$ cat config.mk
export PLATFORM = sky130hd
export DESIGN_NAME = mem_arbiter_flat
export DESIGN_NICKNAME = d
export VERILOG_FILES = /design/src/rtl/mem_arbiter_pkg.sv /design/src/rtl/mem_arbiter_if.sv /design/src/rtl/mem_arbiter_pick.sv /design/src/rtl/mem_arbiter.sv /design/src/flat_wrapper.sv
export SDC_FILE = /design/constraint.sdc
export NUM_CORES = 1
export LEC_CHECK = 0
export ABC_CLOCK_PERIOD_IN_PS = 2600
export BUFFER_PORTS_ARGS = -buffer_cell sky130_fd_sc_hd__buf_2
export CORE_ASPECT_RATIO = 0.75
export CORE_MARGIN = 5
export CORE_UTILIZATION = 46
export CTS_CLUSTER_SIZE = 16
export DETAILED_ROUTE_END_ITERATION = 16
export GPL_TIMING_DRIVEN = 0
export PLACE_DENSITY = 0.89
export SLEW_MARGIN = 15
export SYNTH_ARGS = -nofsm -noshare
export SYNTH_HDL_FRONTEND = slang
export SYNTH_SLANG_ARGS = --single-unit
$ cat constraint.sdc
create_clock -name clk -period 2.6 [get_ports clk]
set_clock_uncertainty 0.1 [all_clocks]
set_input_delay 0.39 -clock clk [delete_from_list [all_inputs] [get_ports clk]]
set_output_delay 0.39 -clock clk [all_outputs]
set_load 0.01 [all_outputs]
$ cat src/rtl/mem_arbiter_pkg.sv
// ============================================================================
// Module : mem_arbiter_pkg
// Brief  : State encodings, grant selectors and width helper for mem_arbiter.
// Rev    : 1.0
// ============================================================================
`default_nettype none

package mem_arbiter_pkg;

    localparam logic [1:0] ST_IDLE    = 2'd0;
    localparam logic [1:0] ST_GRANT_I = 2'd1;
    localparam logic [1:0] ST_GRANT_D = 2'd2;

    localparam logic SEL_I = 1'b0;
    localparam logic SEL_D = 1'b1;

    // Counter width able to hold 0..n; never narrower than one bit.
    function automatic int cnt_width(input int n);
        return (n > 0) ? $clog2(n + 1) : 1;
    endfunction

endpackage

`default_nettype wire

$ cat src/rtl/mem_arbiter_if.sv
// ============================================================================
// Module : mem_arbiter_if
// Brief  : Fetch port, load/store port and unified memory port bundle.
// Rev    : 1.0
// ============================================================================
`default_nettype none

interface mem_arbiter_if #(
    parameter int AW = 32,
    parameter int DW = 32
);
    logic          i_req;
    logic [AW-1:0] i_addr;
    logic          i_ack;
    logic [DW-1:0] i_rdata;
    logic          i_err;

    logic          d_req;
    logic          d_we;
    logic [AW-1:0] d_addr;
    logic [DW-1:0] d_wdata;
    logic          d_ack;
    logic [DW-1:0] d_rdata;
    logic          d_err;

    logic          mem_req;
    logic          mem_we;
    logic [AW-1:0] mem_addr;
    logic [DW-1:0] mem_wdata;
    logic          mem_ack;
    logic [DW-1:0] mem_rdata;

    // master: the arbiter itself; slave: pipeline ports plus RAM around it
    modport master (
        input  i_req, i_addr, d_req, d_we, d_addr, d_wdata, mem_ack, mem_rdata,
        output i_ack, i_rdata, i_err, d_ack, d_rdata, d_err,
        output mem_req, mem_we, mem_addr, mem_wdata
    );

    modport slave (
        output i_req, i_addr, d_req, d_we, d_addr, d_wdata, mem_ack, mem_rdata,
        input  i_ack, i_rdata, i_err, d_ack, d_rdata, d_err,
        input  mem_req, mem_we, mem_addr, mem_wdata
    );
endinterface

`default_nettype wire

$ cat src/rtl/mem_arbiter_pick.sv
// ============================================================================
// Module : arb_pick
// Brief  : Combinational D-priority pick with forced I grant on full streak.
// Rev    : 1.0
// ============================================================================
`default_nettype none

module arb_pick
    import mem_arbiter_pkg::*;
(
    input  wire logic i_eligible_i,
    input  wire logic i_eligible_d,
    input  wire logic i_streak_full,
    output logic      o_grant_valid,
    output logic      o_sel
);

    logic w_force_i;

    assign w_force_i     = i_eligible_i & i_streak_full;
    assign o_grant_valid = i_eligible_i | i_eligible_d;
    assign o_sel         = (i_eligible_d & ~w_force_i) ? SEL_D : SEL_I;

endmodule

`default_nettype wire

$ cat src/rtl/mem_arbiter.sv
// ============================================================================
// Module : mem_arbiter
// Brief  : Shares one req/ack RAM between fetch (I) and load/store (D) ports.
// Rev    : 1.0
// ============================================================================
`default_nettype none

module mem_arbiter
    import mem_arbiter_pkg::*;
#(
    parameter int AW           = 32,
    parameter int DW           = 32,
    parameter int MAX_D_STREAK = 4,
    parameter int TIMEOUT      = 16
) (
    input  wire logic     clk,
    input  wire logic     reset,
    mem_arbiter_if.master bus
);

    localparam int TW = cnt_width(TIMEOUT);
    localparam int SW = cnt_width(MAX_D_STREAK);

    logic [1:0]    r_state;
    logic [SW-1:0] r_streak;
    logic [TW-1:0] r_timer;
    logic          r_mem_req;
    logic          r_mem_we;
    logic [AW-1:0] r_mem_addr;
    logic [DW-1:0] r_mem_wdata;
    logic          r_i_ack;
    logic          r_i_err;
    logic [DW-1:0] r_i_rdata;
    logic          r_d_ack;
    logic          r_d_err;
    logic [DW-1:0] r_d_rdata;

    logic w_elig_i;
    logic w_elig_d;
    logic w_streak_full;
    logic w_grant_valid;
    logic w_sel;
    logic w_timeout_hit;

    // A port is not re-eligible in the cycle its own ack is still showing.
    assign w_elig_i      = bus.i_req & ~r_i_ack;
    assign w_elig_d      = bus.d_req & ~r_d_ack;
    assign w_streak_full = (r_streak == SW'(MAX_D_STREAK));

    generate
        if (TIMEOUT != 0) begin : g_timeout
            assign w_timeout_hit = (r_timer == TW'(TIMEOUT - 1));
        end else begin : g_no_timeout
            assign w_timeout_hit = 1'b0;
        end
    endgenerate

    arb_pick u_pick (
        .i_eligible_i  (w_elig_i),
        .i_eligible_d  (w_elig_d),
        .i_streak_full (w_streak_full),
        .o_grant_valid (w_grant_valid),
        .o_sel         (w_sel)
    );

    always_ff @(posedge clk) begin
        if (reset) begin
            r_state     <= ST_IDLE;
            r_streak    <= '0;
            r_timer     <= '0;
            r_mem_req   <= 1'b0;
            r_mem_we    <= 1'b0;
            r_mem_addr  <= '0;
            r_mem_wdata <= '0;
            r_i_ack     <= 1'b0;
            r_i_err     <= 1'b0;
            r_i_rdata   <= '0;
            r_d_ack     <= 1'b0;
            r_d_err     <= 1'b0;
            r_d_rdata   <= '0;
        end else begin
            r_i_ack <= 1'b0;
            r_i_err <= 1'b0;
            r_d_ack <= 1'b0;
            r_d_err <= 1'b0;
            case (r_state)
                ST_IDLE: begin
                    if (!w_elig_i) begin
                        r_streak <= '0;
                    end
                    if (w_grant_valid) begin
                        r_mem_req <= 1'b1;
                        r_timer   <= '0;
                        if (w_sel == SEL_D) begin
                            r_mem_we    <= bus.d_we;
                            r_mem_addr  <= bus.d_addr;
                            r_mem_wdata <= bus.d_wdata;
                            r_state     <= ST_GRANT_D;
                            if (w_elig_i && !w_streak_full) begin
                                r_streak <= r_streak + 1'b1;
                            end
                        end else begin
                            r_mem_we    <= 1'b0;
                            r_mem_addr  <= bus.i_addr;
                            r_mem_wdata <= '0;
                            r_state     <= ST_GRANT_I;
                            r_streak    <= '0;
                        end
                    end
                end
                ST_GRANT_I, ST_GRANT_D: begin
                    // An ack landing on the timeout cycle still completes normally.
                    if (bus.mem_ack) begin
                        r_mem_req <= 1'b0;
                        r_mem_we  <= 1'b0;
                        r_state   <= ST_IDLE;
                        if (r_state == ST_GRANT_I) begin
                            r_i_ack   <= 1'b1;
                            r_i_rdata <= bus.mem_rdata;
                        end else begin
                            r_d_ack   <= 1'b1;
                            r_d_rdata <= r_mem_we ? '0 : bus.mem_rdata;
                        end
                    end else if (w_timeout_hit) begin
                        r_mem_req <= 1'b0;
                        r_state   <= ST_IDLE;
                        if (r_state == ST_GRANT_I) begin
                            r_i_ack   <= 1'b1;
                            r_i_err   <= 1'b1;
                            r_i_rdata <= '0;
                        end else begin
                            r_d_ack   <= 1'b1;
                            r_d_err   <= 1'b1;
                            r_d_rdata <= '0;
                        end
                    end else begin
                        r_timer <= r_timer + 1'b1;
                    end
                end
                default: r_state <= ST_IDLE;
            endcase
        end
    end

    assign bus.mem_req   = r_mem_req;
    assign bus.mem_we    = r_mem_we;
    assign bus.mem_addr  = r_mem_addr;
    assign bus.mem_wdata = r_mem_wdata;
    assign bus.i_ack     = r_i_ack;
    assign bus.i_err     = r_i_err;
    assign bus.i_rdata   = r_i_rdata;
    assign bus.d_ack     = r_d_ack;
    assign bus.d_err     = r_d_err;
    assign bus.d_rdata   = r_d_rdata;

endmodule

`default_nettype wire
$ cat src/flat_wrapper.sv
// flat-port wrapper written by rule: the top's interface ports become plain ports
module mem_arbiter_flat import mem_arbiter_pkg::*;
#(
    parameter int AW           = 32,
    parameter int DW           = 32,
    parameter int MAX_D_STREAK = 4,
    parameter int TIMEOUT      = 16
)
  (clk, reset, bus_i_req, bus_i_addr, bus_d_req, bus_d_we, bus_d_addr, bus_d_wdata, bus_mem_ack, bus_mem_rdata, bus_i_ack, bus_i_rdata, bus_i_err, bus_d_ack, bus_d_rdata, bus_d_err, bus_mem_req, bus_mem_we, bus_mem_addr, bus_mem_wdata);
  mem_arbiter_if #(.AW(AW), .DW(DW)) bus_i ();
  input  wire logic clk;
  input  wire logic reset;
  input wire logic [$bits(bus_i.i_req)-1:0] bus_i_req;
  input wire logic [$bits(bus_i.i_addr)-1:0] bus_i_addr;
  input wire logic [$bits(bus_i.d_req)-1:0] bus_d_req;
  input wire logic [$bits(bus_i.d_we)-1:0] bus_d_we;
  input wire logic [$bits(bus_i.d_addr)-1:0] bus_d_addr;
  input wire logic [$bits(bus_i.d_wdata)-1:0] bus_d_wdata;
  input wire logic [$bits(bus_i.mem_ack)-1:0] bus_mem_ack;
  input wire logic [$bits(bus_i.mem_rdata)-1:0] bus_mem_rdata;
  output wire logic [$bits(bus_i.i_ack)-1:0] bus_i_ack;
  output wire logic [$bits(bus_i.i_rdata)-1:0] bus_i_rdata;
  output wire logic [$bits(bus_i.i_err)-1:0] bus_i_err;
  output wire logic [$bits(bus_i.d_ack)-1:0] bus_d_ack;
  output wire logic [$bits(bus_i.d_rdata)-1:0] bus_d_rdata;
  output wire logic [$bits(bus_i.d_err)-1:0] bus_d_err;
  output wire logic [$bits(bus_i.mem_req)-1:0] bus_mem_req;
  output wire logic [$bits(bus_i.mem_we)-1:0] bus_mem_we;
  output wire logic [$bits(bus_i.mem_addr)-1:0] bus_mem_addr;
  output wire logic [$bits(bus_i.mem_wdata)-1:0] bus_mem_wdata;
  assign bus_i.i_req = bus_i_req;
  assign bus_i.i_addr = bus_i_addr;
  assign bus_i.d_req = bus_d_req;
  assign bus_i.d_we = bus_d_we;
  assign bus_i.d_addr = bus_d_addr;
  assign bus_i.d_wdata = bus_d_wdata;
  assign bus_i.mem_ack = bus_mem_ack;
  assign bus_i.mem_rdata = bus_mem_rdata;
  assign bus_i_ack = bus_i.i_ack;
  assign bus_i_rdata = bus_i.i_rdata;
  assign bus_i_err = bus_i.i_err;
  assign bus_d_ack = bus_i.d_ack;
  assign bus_d_rdata = bus_i.d_rdata;
  assign bus_d_err = bus_i.d_err;
  assign bus_mem_req = bus_i.mem_req;
  assign bus_mem_we = bus_i.mem_we;
  assign bus_mem_addr = bus_i.mem_addr;
  assign bus_mem_wdata = bus_i.mem_wdata;
  mem_arbiter #(.AW(AW), .DW(DW), .MAX_D_STREAK(MAX_D_STREAK), .TIMEOUT(TIMEOUT)) u_core (.clk(clk), .reset(reset), .bus(bus_i));
endmodule
======== Yosys cells after proc, flatten, opt, wreduce, memory -nomap -nowiden ========
Index checks and enable logic that the tools add are counted.
word-level totals
  register bits after elaboration ......... 144
  bits of input ports ..................... 134
operators by class
  add/sub/neg operators ................... 2
  eq/ne operators ......................... 9
  mux-type cells .......................... 39
  bitwise logic cells ..................... 10
  reduce and logical (&&, ||, !) cells .... 15
operator list
  cell                                                                      number
  32-bit 2-to-1 mux                                                         11
  5-bit 2-to-1 mux                                                          3
  1-bit 2-to-1 mux                                                          13
  3-bit 2-to-1 mux                                                          4
  3-bit AND reduction                                                       4
  5-bit case mux with 2 select lines                                        1
  2-bit 2-to-1 mux                                                          4
  2-bit inequality test (second input constant)                             4
  5-bit by 1-bit adder with 5-bit output (second input constant)            1
  5-bit by 4-bit equality test with 1-bit output (second input constant)    1
  1-bit NOT                                                                 5
  1-bit AND                                                                 4
  1-bit case mux with 2 select lines                                        2
  2-bit case mux with 2 select lines                                        1
  2-bit AND reduction                                                       2
  4-bit AND reduction                                                       1
  2-bit nonzero test                                                        2
  2-bit OR reduction                                                        2
  3-bit by 1-bit adder with 3-bit output (second input constant)            1
  3-bit equality test (second input constant)                               1
  3-bit by 2-bit inequality test with 1-bit output (second input constant)  1
  3-bit OR reduction                                                        1
  2-bit by 1-bit equality test with 1-bit output (second input constant)    1
  2-bit equality test (second input constant)                               1
  other kinds (4)                                                           4

======== Logic depth before layout (Yosys ltp) ========
  depth after elaboration ................. 9
  mapped depth ............................ 9

======== Hierarchy ========
From an unflattened synthesis, not the netlist that was laid out.
unflattened totals
  cells, all modules ...................... 600
  area total of the unflattened synthesis .. 5675.4 um^2
modules (own cells, without submodules)
  module       instances  cells each  area an instance (um^2)  seq. area each (um^2)
  mem_arbiter  1          598         5661.7                   2882.8
  arb_pick     1          2           13.8                     0.0

======== Least setup slack after synthesis ========
Ideal clock, no wire load.
  kind .................................... reg-to-reg
  from .................................... register u_core.r_timer[0]
  to ...................................... register u_core.r_timer[3]
  library setup time ...................... 0.119 ns
  arrival time ............................ 1.710 ns
  data required time ...................... 2.381 ns
  setup slack ............................. 0.671 ns
  stages on the path, launching flop included .. 8
  cells stage by stage .................... dfxtp_1 > ha_1 > and3_1 > ha_1 > o21a_1 > a311oi_4 > nand4_1 > mux2i_1
on the way
  word-level cells in the longest chain between the ends .. 4
ends and longest elaborated chain
  element                                 RTL line            RTL
  from (decl)                             mem_arbiter.sv:26   logic [TW-1:0] r_timer;
  from (signal assigned)                  mem_arbiter.sv:137  r_timer <= r_timer + 1'b1;
  5-bit by 1-bit adder with 5-bit output  mem_arbiter.sv:137
  5-bit 2-to-1 mux                        mem_arbiter.sv:124  end else if (w_timeout_hit) begin
  5-bit 2-to-1 mux                        mem_arbiter.sv:113  if (bus.mem_ack) begin
  5-bit case mux with 2 select lines      mem_arbiter.sv:86   case (r_state)
Parallel ways exist; a longest one is shown, timed or not. The select of a mux whose other input is x is not followed.
A chain may end at the register's enable or synchronous reset.

======== Worst setup path in the final report ========
  from .................................... register u_core.r_timer[0]
  to ...................................... register u_core.r_d_rdata[4], in the netlist u_core.bus.d_rdata[4]
on the way
  word-level cells in the longest chain between the ends .. 3
ends and longest elaborated chain
  element                                         RTL line            RTL
  5-bit by 4-bit equality test with 1-bit output  mem_arbiter.sv:52   assign w_timeout_hit = (r_timer == TW'(TIMEOUT - 1));
  2-bit nonzero test (no source line)             -
  3-bit AND reduction (no source line)            -
  to (signal assigned)                            mem_arbiter.sv:122  r_d_rdata <= r_mem_we ? '0 : bus.mem_rdata;
  to (decl)                                       mem_arbiter.sv:36   logic [DW-1:0] r_d_rdata;
Every way passes these cells.

==> impl_metrics.json <==
{
  "status": "finished clean",
  "rsz0062_at_grt": "true",
  "synth_area_per_cell_sq_um": 9.18,
  "fmax_mhz": 416,
  "ios": 268,
  "min_path_type": "in -> reg",
  "grt_pass1_wl_mm": 26.9,
  "end_kind": "register",
  "die-area_sq_um": 14400,
  "cp_max_fo": 10,
  "pre_cts_ws_ns": 0.143,
  "r2r-start": "u_core.r_timer[0]$_SDFFE_PP0P_",
  "final_nets": 1031,
  "htreeDepth": 4,
  "grt_use_total_pct": 23.1,
  "min-delay-start": "bus_d_wdata[12]",
  "syn_inst": 604,
  "netlist_area_sq_um": 5550,
  "setup_violations": 0,
  "synth-compound-area-share_pct": 22.3,
  "powerDensity_nw_per_um2": 770,
  "grt_max_degree": 17,
  "rr_endpoint": "u_core.bus.d_rdata[4]$_SDFFE_PP0P_",
  "die_h_um": 105,
  "peakVddDrop_uv": 451,
  "tightest_slew_ns": 0.662,
  "ys.flop_type": "dfxtp_1",
  "drt-initial-drc-count": 269,
  "critPathKind": "reg -> reg",
  "fin_ws_ns": 0.198,
  "crit_path_start_kind": "register",
  "muxShareOfSynthArea_pct": 0.361,
  "grt_overflow": 0,
  "seq_power_share_pct": 41.2,
  "synth_cell_types": 48,
  "clock_sinks": 144,
  "gp_congestion": 0.813,
  "antenna_cells": 0,
  "nFillCells": 963,
  "worstSkewPairLatency_ns": 0.40,
  "synth_edf_count": 0,
  "synth_top_family_by_area": "compound AO/OA/AOI/OAI gates",
  "p_clk_share_pct": 41.2,
  "slew_violations": 0,
  "p_sw_mw": 1.65,
  "r2r_slack_ns": 0.20,
  "drc_errors": 0,
  "fin_util_pct": 65.8,
  "p_leak_nw": 3.47,
  "synth-simple-area-share_pct": 18.0,
  "first_pass_iters": 5,
  "critPathArrivalTime_ns": 2.63,
  "comb_power_share_pct": 17.6,
  "grt_pass1_vias": 5413,
  "yosys_warnings": 0,
  "die_w_um": 137,
  "vias": 5638,
  "cts_buffers": 17,
  "synth.yosys.seq_area_share_pct": 52.0,
  "worstHoldPathCells": 2,
  "r2r_cells": 8,
  "initial_utilization_pct": 47.4,
  "place.detailed.hpwl_mm": 13.4,
  "cts_buffer_depth": 2,
  "crit_required_ns": 2.83,
  "area_growth_pct": 38.7,
  "clk_pin_slew_worst_paths_ns": 0.06,
  "drive_gt1_share_pct": 37.2,
  "num_rows": 34,
  "ant_nets": 0,
  "synth_fp_nets": 745,
  "async_flop_share_pct": 0,
  "relSlewSlack_pct": 55.9,
  "numPortBuffers": 267,
  "routed_wl_mm": 17.4,
  "synth_xor_area_share_pct": 0,
  "hold-path-endpoint": "u_core.bus.mem_wdata[12]$_SDFFE_PP0P_",
  "p_int_mw": 4.27,
  "fin_crit_ns": 2.40,
  "max_cap_viol_count": 0,
  "clk_root_buffer_cell": "clkbuf_16",
  "via_per_inst": 5.29,
  "synthAdderAreaFrac_pct": 1.58,
  "coreArea_sq_um": 11700,
  "cts_tree": "built",
  "min_period_over_period_pct": 92.4,
  "postCtsSetupBuffers": 0,
  "antenna_found_initial": 0,
  "p_sw_share_pct": 27.9,
  "post_drt_wl_per_cell_um": 16.3,
  "power_mw": 5.92,
  "hold_viol_final": 0,
  "ys_ff_latch": 144
}
## kinds of logic after synthesis
kind of cell / Yosys count
buffers and inverters: 63
multiplexers: 2
flip-flops: 144
AO/OA/AOI/OAI: 178
adder cells (fa/ha/maj): 7
AND/OR/NAND/NOR: 210
## state kept, by name, indices dropped and copies added (netlist names)
name / flops
u_core.bus.i_rdata: 32
u_core.bus.d_rdata: 32
u_core.bus.mem_wdata: 32
u_core.bus.i_ack: 1
u_core.bus.mem_we: 1
u_core.bus.i_err: 1
u_core.bus.d_err: 1
u_core.bus.mem_addr: 32
u_core.bus.mem_req: 1
u_core.r_state: 2
u_core.r_timer: 5
u_core.bus.d_ack: 1
u_core.r_streak: 3
## cell usage in the layout, fill, tap and decap left out, types with 3 or more instances in the layout
master     Yosys  routed
nand2_1       98      98
ha_1           7       7
nand3b_1       4       4
and2_0         5       5
inv_1          7       7
clkinv_4       0       4
buf_1          1       3
a22o_1        32      32
buf_6          9       9
a31oi_1        3       3
nand2b_1       6       6
a32oi_1       27      27
a21oi_1       97      97
nand3_1       69      69
clkbuf_16      0      17
dfxtp_1      144     144
inv_6          0       5
buf_2         14     281
a221o_1        6       6
nor2_1         9       9
clkbuf_1      30      26
## power groups by stage
stage	Sequential (mW)	Clock, mW	Combinational, mW
floorplan	2.55	0	0.545
global placement	2.48	0	1.02
detailed placement	2.49	0	1.03
CTS	2.44	2.48	1.04
global route	2.46	2.58	1.13
finish	2.44	2.44	1.04
## synthesized netlist by cell type (7+ instances only)
master    number  area (sq um)
a21oi_1       97           485
a22o_1        32           280
nand2_1       98           368
clkbuf_1      30           113
a32oi_1       27           236
dfxtp_1      144          2880
nor2_1         9          33.8
buf_2         14          70.1
inv_1          7          26.3
buf_6          9           101
nand3_1       69           345
ha_1           7          87.6
## how the worst max path moves through the flow
stage                                         from                                  end  slack [ns]  depth (start not counted)
CTS                 u_core.r_timer[0]$_SDFFE_PP0P_  u_core.bus.d_rdata[23]$_SDFFE_PP0P_        0.11                          8
global placement    u_core.r_timer[0]$_SDFFE_PP0P_  u_core.bus.d_rdata[24]$_SDFFE_PP0P_        0.25                          8
global route        u_core.r_timer[0]$_SDFFE_PP0P_   u_core.bus.d_rdata[4]$_SDFFE_PP0P_       -0.04                          8
finish              u_core.r_timer[0]$_SDFFE_PP0P_   u_core.bus.d_rdata[4]$_SDFFE_PP0P_        0.20                          8
floorplan           u_core.r_timer[0]$_SDFFE_PP0P_       u_core.r_timer[3]$_SDFFE_PP0P_        0.67                          7
detailed placement  u_core.r_timer[0]$_SDFFE_PP0P_  u_core.bus.d_rdata[23]$_SDFFE_PP0P_        0.14                          8
## per-layer routing
metal,vias up,track usage [%],share of wire [%]
li1,2750,-,-
met1,2628,28.5,42
met2,231,37.8,47
met3,29,6.72,8.5
met4,0,9.19,2.5
met5,-,0,0
## critical path, stage by stage (launching register included)
cell and delay [ns]:
dfxtp_1 0.33, ha_1 0.21, and3_1 0.22, ha_1 0.21, o21ai_1 0.33, nand2b_1 0.27, clkbuf_1 0.38, nand2_1 0.12
a21oi_1 0.15
## stage by stage
stage,TNS [ns],std cells,area (sq um),hold WS [ns]
final,0,1065,7690,0.0942
after CTS,0,1065,7690,0.0777
after detailed placement,0,1033,7090,0.340
after global routing,-0.143,1065,7690,0.0773
after floorplan,0,604,5550,0.346
after global placement,0,1033,7090,0.335
## final cells by class
type | count | area, sq um | area share (%)
clock buffers | 19 | 453 | 5.89
inverters | 8 | 30.0 | 0.390
repair buffers | 267 | 1340 | 17.4
multi-input cells | 397 | 2340 | 30.4
clock inverters | 13 | 151 | 1.97
flip-flops and latches | 144 | 2880 | 37.5
plain buffers | 55 | 298 | 3.87
well taps | 162 | 203 | 2.63
## what timing repair did
| action | CTS | global route |
|---|---|---|
| resized for setup | 0 | 6 |
| endpoints found under the setup margin | 0 | 16 |
| hold buffers | 0 | 0 |
No activity file was read; power rests on OpenSTA's default activity.
